$ cat config.mk
export PLATFORM = sky130hd
export DESIGN_NAME = seq_serializer
export DESIGN_NICKNAME = d
export VERILOG_FILES = /design/src/rtl/seq_pkg.sv /design/src/rtl/seq_serializer.sv
export SDC_FILE = /design/constraint.sdc
export NUM_CORES = 1
export LEC_CHECK = 0
export CAP_MARGIN = 20
export CORE_MARGIN = 1.5
export CORE_UTILIZATION = 45
export DETAILED_ROUTE_END_ITERATION = 10
export GPL_TIMING_DRIVEN = 1
export PLACE_DENSITY = 0.78
export SYNTH_ARGS = -nofsm -noshare
export SYNTH_HDL_FRONTEND = slang
export SYNTH_SLANG_ARGS = --single-unit
$ cat constraint.sdc
create_clock -name clk -period 1.6 [get_ports clk]
set_clock_uncertainty 0.1 [all_clocks]
set_input_delay 0.16 -clock clk [delete_from_list [all_inputs] [get_ports clk]]
set_output_delay 0.16 -clock clk [all_outputs]
set_load 0.005 [all_outputs]
$ cat src/rtl/seq_pkg.sv
// Shared types and constants for the serial pattern feeder.
package seq_pkg;

    // Serializer control states: waiting for a word, or streaming one out.
    typedef enum logic {
        IDLE  = 1'b0,
        SHIFT = 1'b1
    } state_t;

    // Default parallel word width.
    localparam int DEFAULT_WIDTH = 8;

    // Width of the saturating sent-word counter.
    localparam int WORDS_SENT_W = 16;

endpackage : seq_pkg

$ cat src/rtl/seq_serializer.sv
// Parallel-to-serial feeder for the sequence detector: valid/ready word input,
// one bit per clock out, with a one-entry holding register so consecutive
// words stream without a gap, a stall enable and a saturating word counter.
module seq_serializer
    import seq_pkg::*;
#(
    parameter int   WIDTH     = DEFAULT_WIDTH,
    parameter bit   MSB_FIRST = 1'b1,
    parameter logic IDLE_BIT  = 1'b0
) (
    input  logic                    clk,
    input  logic                    rst_n,
    input  logic [WIDTH-1:0]        in_data,
    input  logic                    in_valid,
    output logic                    in_ready,
    input  logic                    en,
    output logic                    ser_out,
    output logic                    ser_valid,
    output logic                    ser_last,
    output logic                    busy,
    output logic [WORDS_SENT_W-1:0] words_sent
);

    localparam int               CNT_W    = (WIDTH > 1) ? $clog2(WIDTH) : 1;
    localparam logic [CNT_W-1:0] LAST_CNT = CNT_W'(WIDTH - 1);

    state_t                  state_reg, state_next;
    logic [WIDTH-1:0]        sr_reg, sr_next;
    logic [CNT_W-1:0]        cnt_reg, cnt_next;
    logic [WIDTH-1:0]        hold_reg, hold_next;
    logic                    hold_full_reg, hold_full_next;
    logic [WORDS_SENT_W-1:0] words_sent_reg, words_sent_next;

    logic [WIDTH-1:0]        sr_shifted;
    logic                    cur_bit;
    logic                    at_last;
    logic                    accept;
    logic                    bypass;

    // Shift register advanced one position toward the output end.
    genvar gi;
    generate
        for (gi = 0; gi < WIDTH; gi++) begin : g_shift
            if (MSB_FIRST) begin : g_msb
                if (gi == 0) begin : g_fill
                    assign sr_shifted[gi] = 1'b0;
                end else begin : g_move
                    assign sr_shifted[gi] = sr_reg[gi-1];
                end
            end else begin : g_lsb
                if (gi == WIDTH - 1) begin : g_fill
                    assign sr_shifted[gi] = 1'b0;
                end else begin : g_move
                    assign sr_shifted[gi] = sr_reg[gi+1];
                end
            end
        end
    endgenerate

    assign cur_bit  = MSB_FIRST ? sr_reg[WIDTH-1] : sr_reg[0];
    assign at_last  = (cnt_reg == LAST_CNT);
    assign in_ready = !hold_full_reg;
    assign accept   = in_valid && in_ready;
    // A word arriving on the completing edge goes straight into sr when hold is empty.
    assign bypass   = (state_reg == SHIFT) && en && at_last && !hold_full_reg;

    assign ser_valid  = (state_reg == SHIFT) && en;
    assign ser_out    = ser_valid ? cur_bit : IDLE_BIT;
    assign ser_last   = ser_valid && at_last;
    assign busy       = (state_reg == SHIFT) || hold_full_reg;
    assign words_sent = words_sent_reg;

    // State register; reset discards both the in-flight and the held word.
    always_ff @(posedge clk or negedge rst_n) begin
        if (!rst_n) begin
            state_reg      <= IDLE;
            sr_reg         <= '0;
            cnt_reg        <= '0;
            hold_reg       <= '0;
            hold_full_reg  <= 1'b0;
            words_sent_reg <= '0;
        end else begin
            state_reg      <= state_next;
            sr_reg         <= sr_next;
            cnt_reg        <= cnt_next;
            hold_reg       <= hold_next;
            hold_full_reg  <= hold_full_next;
            words_sent_reg <= words_sent_next;
        end
    end

    // Next-state logic: load, shift, word completion with source selection, hold fill.
    always_comb begin
        state_next      = state_reg;
        sr_next         = sr_reg;
        cnt_next        = cnt_reg;
        hold_next       = hold_reg;
        hold_full_next  = hold_full_reg;
        words_sent_next = words_sent_reg;

        case (state_reg)
            IDLE: begin
                if (accept) begin
                    sr_next    = in_data;
                    cnt_next   = '0;
                    state_next = SHIFT;
                end
            end
            SHIFT: begin
                if (en) begin
                    if (!at_last) begin
                        sr_next  = sr_shifted;
                        cnt_next = cnt_reg + CNT_W'(1);
                    end else begin
                        if (words_sent_reg != '1) begin
                            words_sent_next = words_sent_reg + WORDS_SENT_W'(1);
                        end
                        cnt_next = '0;
                        if (hold_full_reg) begin
                            sr_next        = hold_reg;
                            hold_full_next = 1'b0;
                        end else if (accept) begin
                            sr_next = in_data;
                        end else begin
                            state_next = IDLE;
                        end
                    end
                end
                // Any accepted word not taken by the bypass path waits in hold.
                if (accept && !bypass) begin
                    hold_next      = in_data;
                    hold_full_next = 1'b1;
                end
            end
            default: begin
                state_next = IDLE;
            end
        endcase
    end

endmodule : seq_serializer
* Word level (Yosys, flattened, before mapping)
Cells that the tools add are included.
** Storage, ports and cells
- Bits in registers :: 37
- Input port bits :: 12
- Output and inout port bits :: 21
- Logic and storage cells :: 45
** Operators by class
- $add $sub $neg :: 2
- Eq/ne operators :: 4
- Multiplexer cells :: 18
- Bitwise operators :: 1
- Reduce and logical (&&, ||, !) cells :: 14
** Operators with widths (number)
- $mux W8 :: 4
- $add A16 B1 Y16 const B :: 1
- $ne A16 B16 Y1 const B :: 1
- $pmux W8 S2 :: 1
- $mux W3 :: 3
- $mux W1 :: 8
- $pmux W3 S2 :: 1
- $logic_and A1 B1 Y1 :: 5
- $ne A2 B2 Y1 const B :: 2
- $reduce_and A2 Y1 :: 2
- $reduce_and A4 Y1 :: 1
- $reduce_bool A2 Y1 :: 2
- $add A3 B1 Y3 const B :: 1
- $eq A3 B3 Y1 const B :: 1
- $reduce_and A3 Y1 :: 1
- $logic_not A1 Y1 :: 2
- $pmux W1 S2 :: 1
- $logic_or A1 B1 Y1 :: 1
- $not A1 Y1 :: 1

* Longest topological paths before layout
- Depth in word-level cells :: 7
- Mapped depth :: 7
- Gate-level depth less buffers :: 7

* Least setup slack after synthesis
Ideal clock, no wire load.
- Path kind :: register to register
- From :: register cnt_reg[0]
- To :: register hold_reg[0]
- Arrival time :: 1.552 ns
- Setup slack :: -0.177 ns
- Cell stages (with the launch flop) :: 7
- Buffers on the path :: 1
- Cells stage by stage :: dfrtp_1 ha_1 ha_1 nand2_1 and3_1 buf_2 mux2_2
** Between the ends
- Word-level cells in the longest chain between the ends :: 6
** RTL lines
- from (decl) :: line seq_serializer.sv:29 : logic [CNT_W-1:0] cnt_reg, cnt_next;
- from (signal assigned) :: line seq_serializer.sv:85 : cnt_reg <= cnt_next;
- $eq A3 B3 Y1 :: line seq_serializer.sv:61 : assign at_last = (cnt_reg == LAST_CNT);
- $logic_and A1 B1 Y1 (2 in a row) :: line seq_serializer.sv:65 : assign bypass = (state_reg == SHIFT) && en && at_last && !hold_full_reg;
- $logic_not A1 Y1 :: line seq_serializer.sv:130 : if (accept && !bypass) begin
- $logic_and A1 B1 Y1 :: line seq_serializer.sv:130
- $reduce_and A2 Y1 (no line)
- to (signal assigned) :: line seq_serializer.sv:86 : hold_reg <= hold_next;
- to (decl) :: line seq_serializer.sv:30 : logic [WIDTH-1:0] hold_reg, hold_next;
No other way between the ends.
A chain may end at the register's enable or synchronous reset.

* Worst setup path after layout
- From :: register cnt_reg[0]
- To :: register words_sent_reg[3], in the netlist words_sent[3]
** Between the ends
- Word-level cells in the longest chain between the ends :: 2
** RTL lines
- $eq A3 B3 Y1 :: line seq_serializer.sv:61
- $reduce_and A4 Y1 (no line)
- to (signal assigned) :: line seq_serializer.sv:88 : words_sent_reg <= words_sent_next;
- to (decl) :: line seq_serializer.sv:32 : logic [WORDS_SENT_W-1:0] words_sent_reg, words_sent_next;
No other way between the ends.

==> metrics.log <==
[metrics] result of the run: finished with violations
[metrics] violated checks: negative setup slack
[metrics] root buf cell: sky130_fd_sc_hd__clkbuf_8
[metrics] initial standard-cell utilization of the core: 47.17%
[metrics] clk_lat worst skew: 0.29 ns
[metrics] highest ir drop seen on vdd: 855.0 µV
[metrics] fraction of layout instances using a drive strength above 1: 43.23%
[metrics] length of the first detailed-routing pass in iterations: 7
[metrics] post-synthesis compound-gate area fraction: 10.34%
[metrics] final total negative setup slack: -4.086 ns
[metrics] routability congestion estimate from global placement: 0.8071
[metrics] flip-flop count of the largest register, all copies and words added: 16
[metrics] post-route minimum period: 1.854 ns
[metrics] post-detailed-route via-to-cell ratio: 5.611
[metrics] final net count: 280
[metrics] Slowest-stage cell, CP: sky130_fd_sc_hd__a2111oi_1
[metrics] multi-input logic area: 1117 µm²
[metrics] vias in the first global route: 1681
[metrics] Mean Syn Cell Area: 10.74 µm²
[metrics] Routed Wire Length: 5595 µm
[metrics] unrepaired setup endpoints after global routing: true
[metrics] Critical Path, Cell by Cell: ha_2 -> ha_4 -> nand3_4 -> buf_6 -> a2111oi_1 -> xor2_1
[metrics] antenna violations before repair: 0
[metrics] Antenna Violating Nets Remaining: 0
[metrics] Synth Area in Adders: 1.975%
[metrics] maximum fanout encountered on the critical timing path: 5
[metrics] vias after detailed routing: 1773
[metrics] final critical-path share of the clock period: 115.8%
[metrics] max-slew violation count: 0
[metrics] min setup slack post-route: -0.2535 ns
[metrics] number of distinct standard cells referenced by the synthesized netlist: 35
[metrics] power consumption: 3578 µW
[metrics] io pins: 33
[metrics] clock sinks: 37
[metrics] Die Y-Extent: 67.99 µm
[metrics] pwr dens: 1159 nW/µm²
[metrics] final routed DRC violation total: 0
[metrics] kind of start point of the critical path: flip-flop
[metrics] Detail Placement HPWL: 3132 µm
[metrics] area share of xor/xnor cells in the synthesized design: 6.452%
[metrics] Data required, critical path: 1.71 ns
[metrics] count of antenna diodes in the layout: 0
[metrics] Leakage: 0.001565 µW
[metrics] final standard cell area without fillers: 3087 µm²
[metrics] critical path class: reg -> reg
[metrics] Placement Rows: 23
[metrics] CTS tree: built
[metrics] sequential cell area in the final layout: 928.4 µm²
[metrics] Horiz. Die Dim: 67.99 µm
[metrics] first-pass GRT wire length: 7838 µm
[metrics] pre-CTS worst setup slack: -0.2636 ns
[metrics] final hold vios: 0
[metrics] endpoint arrival time on the critical path: 1.96 ns
[metrics] area growth from synthesis to layout: 62.41%
[metrics] summed instance area of the synthesized netlist: 1901 µm²
[metrics] number of levels the H-tree was split into: 2
[metrics] Fmax achieved: 539.5 MHz
[metrics] largest net degree at the start of global routing: 38
[metrics] filler instances: 235
[metrics] post-layout util: 76.61%
[metrics] Max Root-Sink Buffers: 2
[metrics] Core Box Area: 4029 µm²
[metrics] combined global-route utilization of all metal layers: 22.92%
[metrics] first-iteration detailed-routing DRC count: 163
[metrics] total grt overflow: 0
[metrics] share of cell area taken by muxes after synthesis: 10.27%
[metrics] endpoint kind of the worst setup timing path: flip-flop
[metrics] post-synthesis sequential area ratio: 48.72%
[metrics] actual transition at the worst max-transition pin: 0.4991 ns
[metrics] crit-path leading delay family: compound AO/OA/AOI/OAI gates
[metrics] Relative slew margins: 66.64%
[metrics] number of synthesis warnings: 0
[metrics] post-synthesis simple-gate area fraction: 16.85%
[metrics] max incr delay on CP: 0.50 ns
[metrics] total clock buffers created by CTS: 5
[metrics] clock slew seen by the registers of the worst setup and hold paths: 0.08 ns
[metrics] Yosys reg bits: 37
[metrics] worst path buffer plus inverter count: 1
[metrics] path class of the lowest-slack min-delay path: in -> async
[metrics] synthesized net count: 192
[metrics] combinational family with the most area after synthesis: simple AND/OR/NAND/NOR gates
[metrics] count of buffers from port buffering: 32
[metrics] number of setup violations in the final report: 32
[metrics] wire length per cell: 17.71 µm
[metrics] DIE AREA: 4623 µm²
[metrics] number of instances in the synthesized netlist: 177
[metrics] Maximum Capacitance Violations: 0
[metrics] area of placed instances: 2623 µm²
==> placed cells by master (no fill, tap or decap), types with 3 or more instances in the layout <==
| cell | instances |
|---|---|
| sky130_fd_sc_hd__buf_4 | 40 |
| sky130_fd_sc_hd__dfrtp_1 | 35 |
| sky130_fd_sc_hd__clkdlybuf4s50_1 | 21 |
| sky130_fd_sc_hd__inv_1 | 18 |
| sky130_fd_sc_hd__buf_6 | 14 |
| sky130_fd_sc_hd__nand2_1 | 10 |
| sky130_fd_sc_hd__mux2_4 | 9 |
| sky130_fd_sc_hd__mux2_2 | 8 |
| sky130_fd_sc_hd__nand3b_1 | 7 |
| sky130_fd_sc_hd__a222oi_1 | 7 |
| sky130_fd_sc_hd__xnor2_1 | 7 |
| sky130_fd_sc_hd__clkbuf_8 | 7 |
| sky130_fd_sc_hd__dlymetal6s2s_1 | 6 |
| sky130_fd_sc_hd__o21ai_1 | 5 |
| sky130_fd_sc_hd__o21ai_0 | 4 |
| sky130_fd_sc_hd__nand3_1 | 4 |
| sky130_fd_sc_hd__nor3_4 | 4 |
| sky130_fd_sc_hd__xor2_1 | 4 |
| sky130_fd_sc_hd__nor2_1 | 3 |
| sky130_fd_sc_hd__and3_1 | 3 |
| sky130_fd_sc_hd__nand3_2 | 3 |
| sky130_fd_sc_hd__nand4_1 | 3 |
| sky130_fd_sc_hd__dlygate4sd2_1 | 3 |
==> where the power goes <==
| group | internal [µW] | leakage (µW) | switching, µW |
|---|---|---|---|
| sequential | 1190 | 0.000477 | 199 |
| clock | 389 | 0.0000542 | 328 |
| combinational | 829 | 0.00103 | 644 |
==> cell usage after synthesis <==
cell type	number	area, µm²
sky130_fd_sc_hd__dfrtp_1	37	925.9
sky130_fd_sc_hd__inv_1	20	75.07
sky130_fd_sc_hd__mux2_2	16	180.2
sky130_fd_sc_hd__nand2_1	13	48.80
sky130_fd_sc_hd__o21ai_0	9	45.04
sky130_fd_sc_hd__xnor2_1	9	78.83
sky130_fd_sc_hd__a222oi_1	7	70.07
sky130_fd_sc_hd__nand3_1	7	35.03
sky130_fd_sc_hd__nand3b_1	7	52.55
sky130_fd_sc_hd__nor2_1	5	18.77
sky130_fd_sc_hd__xor2_1	5	43.79
sky130_fd_sc_hd__and3_1	4	25.02
sky130_fd_sc_hd__buf_2	4	20.02
sky130_fd_sc_hd__ha_1	3	37.54
sky130_fd_sc_hd__nand4_1	3	18.77
sky130_fd_sc_hd__nor3_1	3	15.01
sky130_fd_sc_hd__a21oi_1	2	10.01
sky130_fd_sc_hd__a31oi_1	2	12.51
sky130_fd_sc_hd__clkbuf_1	2	7.510
sky130_fd_sc_hd__nand4_2	2	25.02
sky130_fd_sc_hd__nor2b_1	2	12.51
sky130_fd_sc_hd__o2bb2ai_1	2	17.52
sky130_fd_sc_hd__a2111oi_0	1	8.760
sky130_fd_sc_hd__a2111oi_1	1	10.01
sky130_fd_sc_hd__a21oi_2	1	8.760
sky130_fd_sc_hd__a32oi_1	1	8.760
sky130_fd_sc_hd__and4_1	1	8.760
sky130_fd_sc_hd__mux2_4	1	15.01
sky130_fd_sc_hd__nand2b_1	1	6.260
sky130_fd_sc_hd__nand3_2	1	10.01
sky130_fd_sc_hd__nor3_2	1	10.01
sky130_fd_sc_hd__nor4_4	1	21.27
sky130_fd_sc_hd__o21ai_1	1	5.000
sky130_fd_sc_hd__or2_2	1	6.260
sky130_fd_sc_hd__or3_1	1	6.260
==> through the flow <==
stage | hold slack [ns] | cells
CTS | 0.1381 | 307
detailed placement | 0.3963 | 293
floorplan | -0.2356 | 177
global placement | 0.3864 | 293
finish | 0.1341 | 316
global route | 0.1799 | 316
==> cell families after synthesis <==
| group | count (synthesis) |
|---|---|
| muxes | 17 |
| xor gates and xnor gates | 14 |
| adders and majority gates | 3 |
| buffers and inverters | 26 |
| and+or+nand+nor | 53 |
| AOI/OAI and AO/OA | 27 |
| DFF | 37 |
==> layer usage <==
metal	wire, µm	track usage [%]	vias up	share of wire [%]
met5	0	0	-	0
met4	157	9.750	0	2.8
met3	292	3.947	15	5.2
met2	2817	36.29	70	50
met1	2328	30.87	883	42
li1	-	-	805	-
==> what timing repair did <==
| action | 4_1_cts | 5_1_grt |
|---|---|---|
| pin swaps | 11 | 18 |
| endpoints found under the setup margin | 34 | 39 |
| gates cloned | 1 | 0 |
| hold buffers | 0 | 0 |
| setup buffers | 5 | 9 |
| gates resized for setup | 27 | 53 |
==> worst paths after layout <==
path                                          from                         to  slack (ns)  cells past startpoint
min in group clk                        in_data[5]    hold_reg[5]$_DFFE_PN0P_        0.42                      2
min                                          rst_n  words_sent[6]$_DFFE_PN0P_        0.13                      2
max                         cnt_reg[0]$_DFFE_PN0P_  words_sent[3]$_DFFE_PN0P_       -0.25                      6
max reg2reg                 cnt_reg[0]$_DFFE_PN0P_  words_sent[3]$_DFFE_PN0P_       -0.25                      6
max in group asynchronous                    rst_n        state_reg$_DFF_PN0_        1.06                      2
min reg2reg                hold_reg[5]$_DFFE_PN0P_    hold_reg[5]$_DFFE_PN0P_        0.42                      1
==> cell type report <==
type | instances | area share, %
clock buffer | 7 | 3.121
multi-input combinational | 114 | 36.20
timing repair buffer | 87 | 25.90
tap | 50 | 2.027
sequential | 37 | 30.08
inverter | 20 | 2.513
clock inverter | 1 | 0.1621
(Power assumes the default switching activity.)
